--- src/rtl/rps_match_engine.sv ---
// Rock-paper-scissors round and match controller: takes a user play, waits for a
// strategy choice with timeout, judges the round and keeps saturating scores.

module rps_match_engine_chk (
    input logic clk,
    input logic rst,
    input logic uwin,
    input logic cwin,
    input logic draw,
    input logic commit
);
    a_flags_onehot0: assert property (@(posedge clk) disable iff (rst) $onehot0({uwin, cwin, draw}));
    a_commit_verdict: assert property (@(posedge clk) disable iff (rst) commit |-> $onehot({uwin, cwin, draw}));
endmodule

module rps_match_engine #(
    parameter int SCORE_W      = 8,
    parameter int ROUND_W      = 8,
    parameter int MATCH_POINTS = 0,
    parameter int COM_TIMEOUT  = 1024
) (
    input  logic               CLOCK_50,
    input  logic               reset,
    input  logic               play,
    input  logic               new_match,
    input  logic [1:0]         user_choice,
    input  logic [1:0]         com_choice,
    input  logic               com_ready,
    output logic [1:0]         com_loaded,
    output logic [1:0]         user_q,
    output logic               uwin,
    output logic               cwin,
    output logic               draw,
    output logic [SCORE_W-1:0] user_score,
    output logic [SCORE_W-1:0] com_score,
    output logic [SCORE_W-1:0] draw_count,
    output logic [ROUND_W-1:0] round_count,
    output logic               commit,
    output logic               busy,
    output logic               timeout,
    output logic               invalid,
    output logic               match_over,
    output logic               match_winner
);
    localparam int                 TO_W       = $clog2(COM_TIMEOUT);
    localparam logic [TO_W-1:0]    TO_LAST    = TO_W'(COM_TIMEOUT - 1);
    localparam logic [SCORE_W-1:0] SCORE_MAX  = {SCORE_W{1'b1}};
    localparam logic [31:0]        MATCH_PTS  = 32'(MATCH_POINTS);
    localparam logic [1:0]         ROCK       = 2'b00;
    localparam logic [1:0]         SCISSOR    = 2'b01;
    localparam logic [1:0]         PAPER      = 2'b10;
    localparam logic [1:0]         CHOICE_BAD = 2'b11;
    localparam logic [1:0]         RES_DRAW   = 2'b00;
    localparam logic [1:0]         RES_UWIN   = 2'b01;
    localparam logic [1:0]         RES_CWIN   = 2'b10;

    typedef enum logic [1:0] {
        ST_IDLE     = 2'd0,
        ST_WAIT_COM = 2'd1,
        ST_JUDGE    = 2'd2,
        ST_OVER     = 2'd3
    } state_t;

    state_t             state_r;
    logic [TO_W-1:0]    wait_cnt_r;
    logic [1:0]         user_lat_r;
    logic [1:0]         com_loaded_r;
    logic [1:0]         user_q_r;
    logic               uwin_r, cwin_r, draw_r;
    logic [SCORE_W-1:0] user_score_r, com_score_r, draw_count_r;
    logic [ROUND_W-1:0] round_count_r;
    logic               commit_r, busy_r, timeout_r, invalid_r;
    logic               match_over_r, match_winner_r;

    logic [1:0]         result_s;
    logic [SCORE_W-1:0] user_score_nx_s, com_score_nx_s, draw_count_nx_s;
    logic               accept_s, user_hit_s, com_hit_s;

    function automatic logic [1:0] judge_round(input logic [1:0] u, input logic [1:0] c);
        logic [1:0] res;
        if (u == c) begin
            res = RES_DRAW;
        end else if ((u == ROCK && c == SCISSOR) || (u == SCISSOR && c == PAPER) ||
                     (u == PAPER && c == ROCK)) begin
            res = RES_UWIN;
        end else begin
            res = RES_CWIN;
        end
        return res;
    endfunction

    function automatic logic [SCORE_W-1:0] sat_inc(input logic [SCORE_W-1:0] v);
        logic [SCORE_W-1:0] r;
        if (v == SCORE_MAX) begin
            r = v;
        end else begin
            r = v + SCORE_W'(1);
        end
        return r;
    endfunction

    // Round verdict and post-round scores from the latched choices only.
    always_comb begin
        result_s        = judge_round(user_lat_r, com_loaded_r);
        user_score_nx_s = user_score_r;
        com_score_nx_s  = com_score_r;
        draw_count_nx_s = draw_count_r;
        case (result_s)
            RES_UWIN: user_score_nx_s = sat_inc(user_score_r);
            RES_CWIN: com_score_nx_s  = sat_inc(com_score_r);
            RES_DRAW: draw_count_nx_s = sat_inc(draw_count_r);
            default:  draw_count_nx_s = draw_count_r;
        endcase
        accept_s   = com_ready && (com_choice != CHOICE_BAD);
        user_hit_s = (MATCH_PTS != 32'd0) && (32'(user_score_nx_s) == MATCH_PTS);
        com_hit_s  = (MATCH_PTS != 32'd0) && (32'(com_score_nx_s) == MATCH_PTS);
    end

    // Round/match state machine with all outputs registered alongside the state.
    always_ff @(posedge CLOCK_50 or posedge reset) begin
        if (reset) begin
            state_r        <= ST_IDLE;
            wait_cnt_r     <= '0;
            user_lat_r     <= 2'b00;
            com_loaded_r   <= 2'b00;
            user_q_r       <= 2'b00;
            uwin_r         <= 1'b0;
            cwin_r         <= 1'b0;
            draw_r         <= 1'b0;
            user_score_r   <= '0;
            com_score_r    <= '0;
            draw_count_r   <= '0;
            round_count_r  <= '0;
            commit_r       <= 1'b0;
            busy_r         <= 1'b0;
            timeout_r      <= 1'b0;
            invalid_r      <= 1'b0;
            match_over_r   <= 1'b0;
            match_winner_r <= 1'b0;
        end else begin
            commit_r  <= 1'b0;
            timeout_r <= 1'b0;
            invalid_r <= 1'b0;
            if (new_match) begin
                state_r        <= ST_IDLE;
                wait_cnt_r     <= '0;
                user_lat_r     <= 2'b00;
                com_loaded_r   <= 2'b00;
                user_q_r       <= 2'b00;
                uwin_r         <= 1'b0;
                cwin_r         <= 1'b0;
                draw_r         <= 1'b0;
                user_score_r   <= '0;
                com_score_r    <= '0;
                draw_count_r   <= '0;
                round_count_r  <= '0;
                busy_r         <= 1'b0;
                match_over_r   <= 1'b0;
                match_winner_r <= 1'b0;
            end else begin
                case (state_r)
                    ST_IDLE: begin
                        if (play) begin
                            if (user_choice == CHOICE_BAD) begin
                                invalid_r <= 1'b1;
                            end else begin
                                user_lat_r <= user_choice;
                                uwin_r     <= 1'b0;
                                cwin_r     <= 1'b0;
                                draw_r     <= 1'b0;
                                wait_cnt_r <= '0;
                                busy_r     <= 1'b1;
                                state_r    <= ST_WAIT_COM;
                            end
                        end
                    end
                    ST_WAIT_COM: begin
                        // A valid choice on the last allowed cycle still wins over the timeout.
                        if (accept_s) begin
                            com_loaded_r <= com_choice;
                            state_r      <= ST_JUDGE;
                        end else if (wait_cnt_r == TO_LAST) begin
                            timeout_r <= 1'b1;
                            busy_r    <= 1'b0;
                            state_r   <= ST_IDLE;
                        end else begin
                            wait_cnt_r <= wait_cnt_r + TO_W'(1);
                        end
                    end
                    ST_JUDGE: begin
                        uwin_r        <= (result_s == RES_UWIN);
                        cwin_r        <= (result_s == RES_CWIN);
                        draw_r        <= (result_s == RES_DRAW);
                        user_score_r  <= user_score_nx_s;
                        com_score_r   <= com_score_nx_s;
                        draw_count_r  <= draw_count_nx_s;
                        round_count_r <= round_count_r + ROUND_W'(1);
                        user_q_r      <= user_lat_r;
                        commit_r      <= 1'b1;
                        busy_r        <= 1'b0;
                        if (user_hit_s || com_hit_s) begin
                            match_over_r   <= 1'b1;
                            match_winner_r <= user_hit_s;
                            state_r        <= ST_OVER;
                        end else begin
                            state_r <= ST_IDLE;
                        end
                    end
                    ST_OVER: begin
                        state_r <= ST_OVER;
                    end
                    default: begin
                        busy_r  <= 1'b0;
                        state_r <= ST_IDLE;
                    end
                endcase
            end
        end
    end

    assign com_loaded   = com_loaded_r;
    assign user_q       = user_q_r;
    assign uwin         = uwin_r;
    assign cwin         = cwin_r;
    assign draw         = draw_r;
    assign user_score   = user_score_r;
    assign com_score    = com_score_r;
    assign draw_count   = draw_count_r;
    assign round_count  = round_count_r;
    assign commit       = commit_r;
    assign busy         = busy_r;
    assign timeout      = timeout_r;
    assign invalid      = invalid_r;
    assign match_over   = match_over_r;
    assign match_winner = match_winner_r;

    rps_match_engine_chk u_chk (
        .clk    (CLOCK_50),
        .rst    (reset),
        .uwin   (uwin_r),
        .cwin   (cwin_r),
        .draw   (draw_r),
        .commit (commit_r)
    );
endmodule

--- config.mk ---
export PLATFORM = sky130hd
export DESIGN_NAME = rps_match_engine
export DESIGN_NICKNAME = d
export VERILOG_FILES = /design/src/rtl/rps_match_engine.sv
export SDC_FILE = /design/constraint.sdc
export NUM_CORES = 1
export LEC_CHECK = 0
export ABC_AREA = 1
export CAP_MARGIN = 20
export CORE_ASPECT_RATIO = 1.75
export CORE_MARGIN = 2
export CORE_UTILIZATION = 26
export DETAILED_ROUTE_END_ITERATION = 7
export GPL_ROUTABILITY_DRIVEN = 1
export HOLD_SLACK_MARGIN = 0.02
export SLEW_MARGIN = 20
export SYNTH_ARGS = -nofsm -noshare
export SYNTH_HDL_FRONTEND = slang
export SYNTH_SLANG_ARGS = --single-unit
export TNS_END_PERCENT = 50
--- constraint.sdc ---
create_clock -name CLOCK_50 -period 5.35 [get_ports CLOCK_50]
set_clock_uncertainty 0.05 [all_clocks]
set_input_delay 1.3375 -clock CLOCK_50 [delete_from_list [all_inputs] [get_ports CLOCK_50]]
set_output_delay 1.3375 -clock CLOCK_50 [all_outputs]
set_load 0.01 [all_outputs]
==> flow_summary.toml, run 1 <==
[synth]
synthArstFlopShare = 1.00
ys_seq_area_frac = 0.435
yosysWarnings = 0
ys_types = 32
ys_ff_latch = 57
synth-edff-count = 0
ys.flop_type = "dfrtp_1"
synth_cells = 442
synth_area_per_cell_um2 = 7.43
netlist_area_um2 = 3280

[worst_setup_path]
crit_arrival_ns = 3.71
crit_path_max_fanout = 35
reg2reg_from = "state_r[0]$_DFFE_PP0P_"
critPathSlowestCell = "clkdlybuf4s50_1"
endpoint_kind = "register"
slowest_delay_ns = 0.68
worstSetupStartpointType = "input pin"
crit_buf_inv = 2
r2r_setup_slack_ns = 3.31
path_cells = "clkdlybuf4s50_1, inv_2, nand2_1, o211ai_2, o21ai_0"
crit_start = "new_match"
critical_path_class = "in -> reg"
crit_family = "buffers and inverters"
crit_required_ns = 5.48

[detailed_routing]
first_iter_violations = 172
num_vias = 3001
drt_first_pass_iters = 4
drc = 0
drtAntennaViolNets = 0
wl_per_cell_um = 12.2
finalWirelength_um = 8190
viasPerCell = 4.49

[global_route]
busiest_layer = "met2"
antenna_found_initial = 0
grt_usage = 0.133
use_met2 = 0.233
grt_pass1_vias = 3092
grt_overflow_total = 0
grt_max_degree = 36
grt_use_met1 = 0.151
grt_pass1_wl_um = 14300
met3_usage = 0.0330

[clock_network]
cts_tree = "done"
cts.sinks = 57
clkLatencyLatePin_ns = 0.33
htreeDepth = 3
clockBufferDepth = 2
cts_buffers = 9
cts_resized = 0
post-cts-setup-buffers = 0
hold_buffers = 0
root_buffer = "clkbuf_16"
cts.reportedPaths.clkPinSlew_ns = 0.05

[timing]
worst_slew_pin_slew_ns = 0.648
fin_ws_ns = 1.77
holdWs_ns = 0.433
drv_slew = 0
fin_crit_ns = 3.58
rsz0062_at_grt = "no"
max-slew-margin-rel = 0.567
timing.fmax_ghz = 0.280
fin_crit_sh = 0.669
tns_ns = 0
setup_violations = 0
final-hold-violation-count = 0

[cells_and_area]
stdcell_count = 669
drive_gt1_frac = 0.0758
fillers = 1296
multiInputGateArea_um2 = 1600
stdcell_area_um2 = 4240
nets = 514
final_util = 0.343
ff_latch_area_um2 = 1430
n_antenna_cell = 0
syn_to_final_growth_pct = 29.2

[floorplanning]
die_x_um = 88.9
die-area_um2 = 13600
rows = 54
start_util = 0.265
coreArea_um2 = 12400
dieHeight_um = 153
io_pins = 54

[placement]
hpwl_um = 6200
io_buffers = 51
pre_cts_ws_ns = 1.42
dpl_cell_area_um2 = 3950
place_inst = 653
gp_congestion = 0.816

[power_and_ir_drop]
ir_drop_v = 0.000177
powerDensity_nw_per_um2 = 322
total_power_mw = 1.36
power.leakage_nw = 1.93

[flow_run]
maxCapViolations = 0

[run_status]
status = "finished, final reports clean"

[hold_path]
hp-start = "busy$_DFFE_PP0P_"
worst_hold_path_type = "reg -> reg"
==> registers in the layout, summed over array words and instances, names as in the netlist <==
register,flops
round_count,8
state_r,2
wait_cnt_r,10
invalid,1
com_loaded,2
user_q,2
draw,1
uwin,1
com_score,8
cwin,1
busy,1
user_score,8
timeout,1
commit,1
user_lat_r,2
draw_count,8
==> worst paths after layout <==
check	end	depth (start not counted)
hold / removal	busy$_DFFE_PP0P_	2
setup reg to reg	draw_count[7]$_DFFE_PP0P_	7
setup / recovery	draw_count[7]$_DFFE_PP0P_	5
max in group asynchronous	user_q[1]$_DFFE_PP0N_	3
hold reg to reg	busy$_DFFE_PP0P_	2
min in group asynchronous	draw_count[3]$_DFFE_PP0P_	2
==> synth_stat cells (4+ instances only) <==
cell | count | share of area
dfrtp_1 | 57 | 0.43
buf_2 | 4 | 0.0061
nand2_1 | 134 | 0.15
ha_1 | 9 | 0.034
or2_2 | 4 | 0.0076
nor2_1 | 42 | 0.048
nand4_1 | 9 | 0.017
nor2_2 | 5 | 0.0095
inv_1 | 48 | 0.055
nor3_1 | 8 | 0.012
nand3_1 | 35 | 0.053
o21ai_1 | 19 | 0.029
o21ai_0 | 18 | 0.027
a21oi_1 | 9 | 0.014
nand3_2 | 5 | 0.015
xor2_1 | 8 | 0.021
==> worst min-delay path, delay by kind of cell, from the launching register on <==
kind	cells	cell delay (ns)
simple gates	2	0.11
flops	1	0.35
==> cell type report <==
class,instances,area share
multi-input combinational,325,0.377
sequential,57,0.336
timing repair buffer,52,0.122
clock buffer,14,0.0670
tap,168,0.0496
inverter,51,0.0452
clock inverter,2,0.00236
==> cell families (layout without fill, tap and decap cells) <==
logic type / count (synthesis) / count (layout) / synth area share
simple gates: 249 / 249 / 0.332
fa+ha+maj: 9 / 9 / 0.0343
buf+inv: 61 / 119 / 0.0793
compound gates: 57 / 57 / 0.0976
xor+xnor: 8 / 8 / 0.0214
flops: 57 / 57 / 0.435
other cells: 1 / 2 / 0.00114
==> cell usage in the layout, fill, tap and decap left out, drive strengths merged, types with 14 or more instances in the layout <==
cell | netlist | routed
nand3 | 40 | 40
dfrtp | 57 | 57
nor2 | 47 | 47
nand2 | 136 | 136
inv | 51 | 51
o21ai | 37 | 37
clkbuf | 1 | 14
clkdlybuf4s50 | 0 | 51
==> routing by layer <==
metal,up-vias,share of wire
met5,-,0
met4,0,0.022
met3,14,0.040
met2,61,0.54
met1,1395,0.40
li1,1531,-
==> power by group <==
group | internal, mW | leakage (nW) | total [mW] | switching, mW
clock network | 0.362 | 0.149 | 0.549 | 0.188
registers | 0.467 | 0.786 | 0.509 | 0.0422
logic | 0.114 | 0.991 | 0.306 | 0.192
Power figures use the tool's default switching activity.
==> run 2, diff against run 1 <==
==> constraint.sdc (replaced) <==
create_clock -name CLOCK_50 -period 3.2 [get_ports CLOCK_50]
set_clock_uncertainty 0.05 [all_clocks]
set_input_delay 0.8 -clock CLOCK_50 [delete_from_list [all_inputs] [get_ports CLOCK_50]]
set_output_delay 0.8 -clock CLOCK_50 [all_outputs]
set_load 0.01 [all_outputs]
==> flow_summary.toml, run 2 (same netlist as run 1, synthesis figures left out) <==
[floorplanning]
coreArea_um2 = 12400
rows = 54
dieHeight_um = 153
die-area_um2 = 13600
io_pins = 54
die_x_um = 88.9
start_util = 0.265

[placement]
dpl_cell_area_um2 = 3990
io_buffers = 51
hpwl_um = 6560
pre_cts_ws_ns = 0.646
gp_congestion = 0.842

[detailed_routing]
num_vias = 3080
wl_per_cell_um = 13.0
drtAntennaViolNets = 0
drc = 0
drt_first_pass_iters = 4
first_iter_violations = 194
finalWirelength_um = 8740
viasPerCell = 4.58

[timing]
worst_slew_pin_slew_ns = 0.633
fin_ws_ns = 0.965
timing.fmax_ghz = 0.448
fin_crit_sh = 0.698
rsz0062_at_grt = "no"
setup_violations = 0
tns_ns = 0
final-hold-violation-count = 0
drv_slew = 0
max-slew-margin-rel = 0.577
fin_crit_ns = 2.23

[clock_network]
post-cts-setup-buffers = 0
clockBufferDepth = 2
cts.sinks = 57
cts_buffers = 9
clkLatencyLatePin_ns = 0.33
cts_resized = 0
cts.reportedPaths.clkPinSlew_ns = 0.05
hold_buffers = 0
htreeDepth = 3
cts_tree = "done"
root_buffer = "clkbuf_16"

[power_and_ir_drop]
p_seq_frac = 0.369
combPwrFrac = 0.227
switchingPower_uw = 724
total_power_mw = 2.31
internal_power_mw = 1.58
ir_drop_v = 0.000294
power.leakage_nw = 1.95
powerDensity_nw_per_um2 = 539
p_sw_frac = 0.314
clockPowerShare = 0.404

[worst_setup_path]
worstSetupStartpointType = "register"
crit_path_max_fanout = 7
r2r_setup_slack_ns = 1.37
endpoint_kind = "output pin"
crit_arrival_ns = 1.38
reg2reg_from = "state_r[1]$_DFFE_PP0P_"
crit_required_ns = 2.35
crit_family = "buffers and inverters"
critical_path_class = "reg -> out"
critPathSlowestCell = "clkdlybuf4s50_1"
path_depth = 1
slowest_delay_ns = 0.59
r2r_cells = 8
worstReg2RegEnd = "wait_cnt_r[2]$_DFFE_PP0P_"
crit_buf_inv = 1
path_cells = "clkdlybuf4s50_1"

[flow_run]
maxCapViolations = 0

[cells_and_area]
n_antenna_cell = 0
nets = 518
final_util = 0.346
largest_register_ffs = 10
layout_commonest_cell = "nand2_1"
stdcell_area_um2 = 4280
drive_gt1_frac = 0.0832
top_register = "wait_cnt_r"
final_cell_mix = "nand2_1, dfrtp_1, clkdlybuf4s50_1"
syn_to_final_growth_pct = 30.5

[hold_path]
min_to = "user_q[0]$_DFFE_PP0N_"
worst_hold_path_type = "reg -> reg"
hp-start = "user_q[0]$_DFFE_PP0N_"
hold_depth = 2

[global_route]
grt_overflow_total = 0
grt_pass1_vias = 3157
antenna_found_initial = 0
grt_max_degree = 33
grt_usage = 0.137
grt_pass1_wl_um = 14800

[run_status]
status = "finished, final reports clean"
## run 2: cell count changes in the layout (fill, tap and decap cells not counted)
| cell | change |
|---|---|
| buf_12 | +1 |
| buf_4 | +3 |
## run 2: cell type report
class	instances	area (µm²)
fill	1267	8080
multi-input combinational	325	1600
sequential	57	1430
timing repair buffer	56	561
clock buffer	14	284
tap	168	210
inverter	51	191
clock inverter	2	10.0
## run 2: how the worst max path moves through the flow
stage,from,endpoint,slack (ns)
global placement,new_match,wait_cnt_r[1]$_DFFE_PP0P_,0.70
detailed placement,new_match,wait_cnt_r[2]$_DFFE_PP0P_,0.65
CTS,com_score[3]$_DFFE_PP0P_,com_score[3],0.96
finish,com_score[3]$_DFFE_PP0P_,com_score[3],0.97
floorplan,reset,busy$_DFFE_PP0P_,0.95
global route,new_match,wait_cnt_r[0]$_DFFE_PP0P_,0.79
## run 2: power groups by stage
stage	combinational (mW)	sequential [mW]	clock (mW)
after floorplan	0.342	0.863	0
after global placement	0.516	0.859	0
after detailed placement	0.528	0.861	0
after CTS	0.531	0.851	0.948
after global routing	0.592	0.861	0.975
final	0.524	0.850	0.933
## run 2: per-layer routing
| metal | share of wire | routed length, µm | global-route usage |
|---|---|---|---|
| met2 | 0.53 | 4650 | 0.242 |
| met5 | 0 | 0 | 0 |
| met1 | 0.40 | 3510 | 0.153 |
| met4 | 0.030 | 263 | 0.0618 |
| met3 | 0.037 | 319 | 0.0293 |
## run 2: through the flow
step,hold WS (ns),cells
after floorplan,0.421,443
after global placement,0.435,657
after detailed placement,0.431,657
after CTS,0.444,673
after global routing,0.468,673
final,0.440,673
## run 2: worst min-delay path: stages (launching register included)
cell and delay, ns:
dfrtp_1 0.34, nand2_1 0.05, o21ai_0 0.06
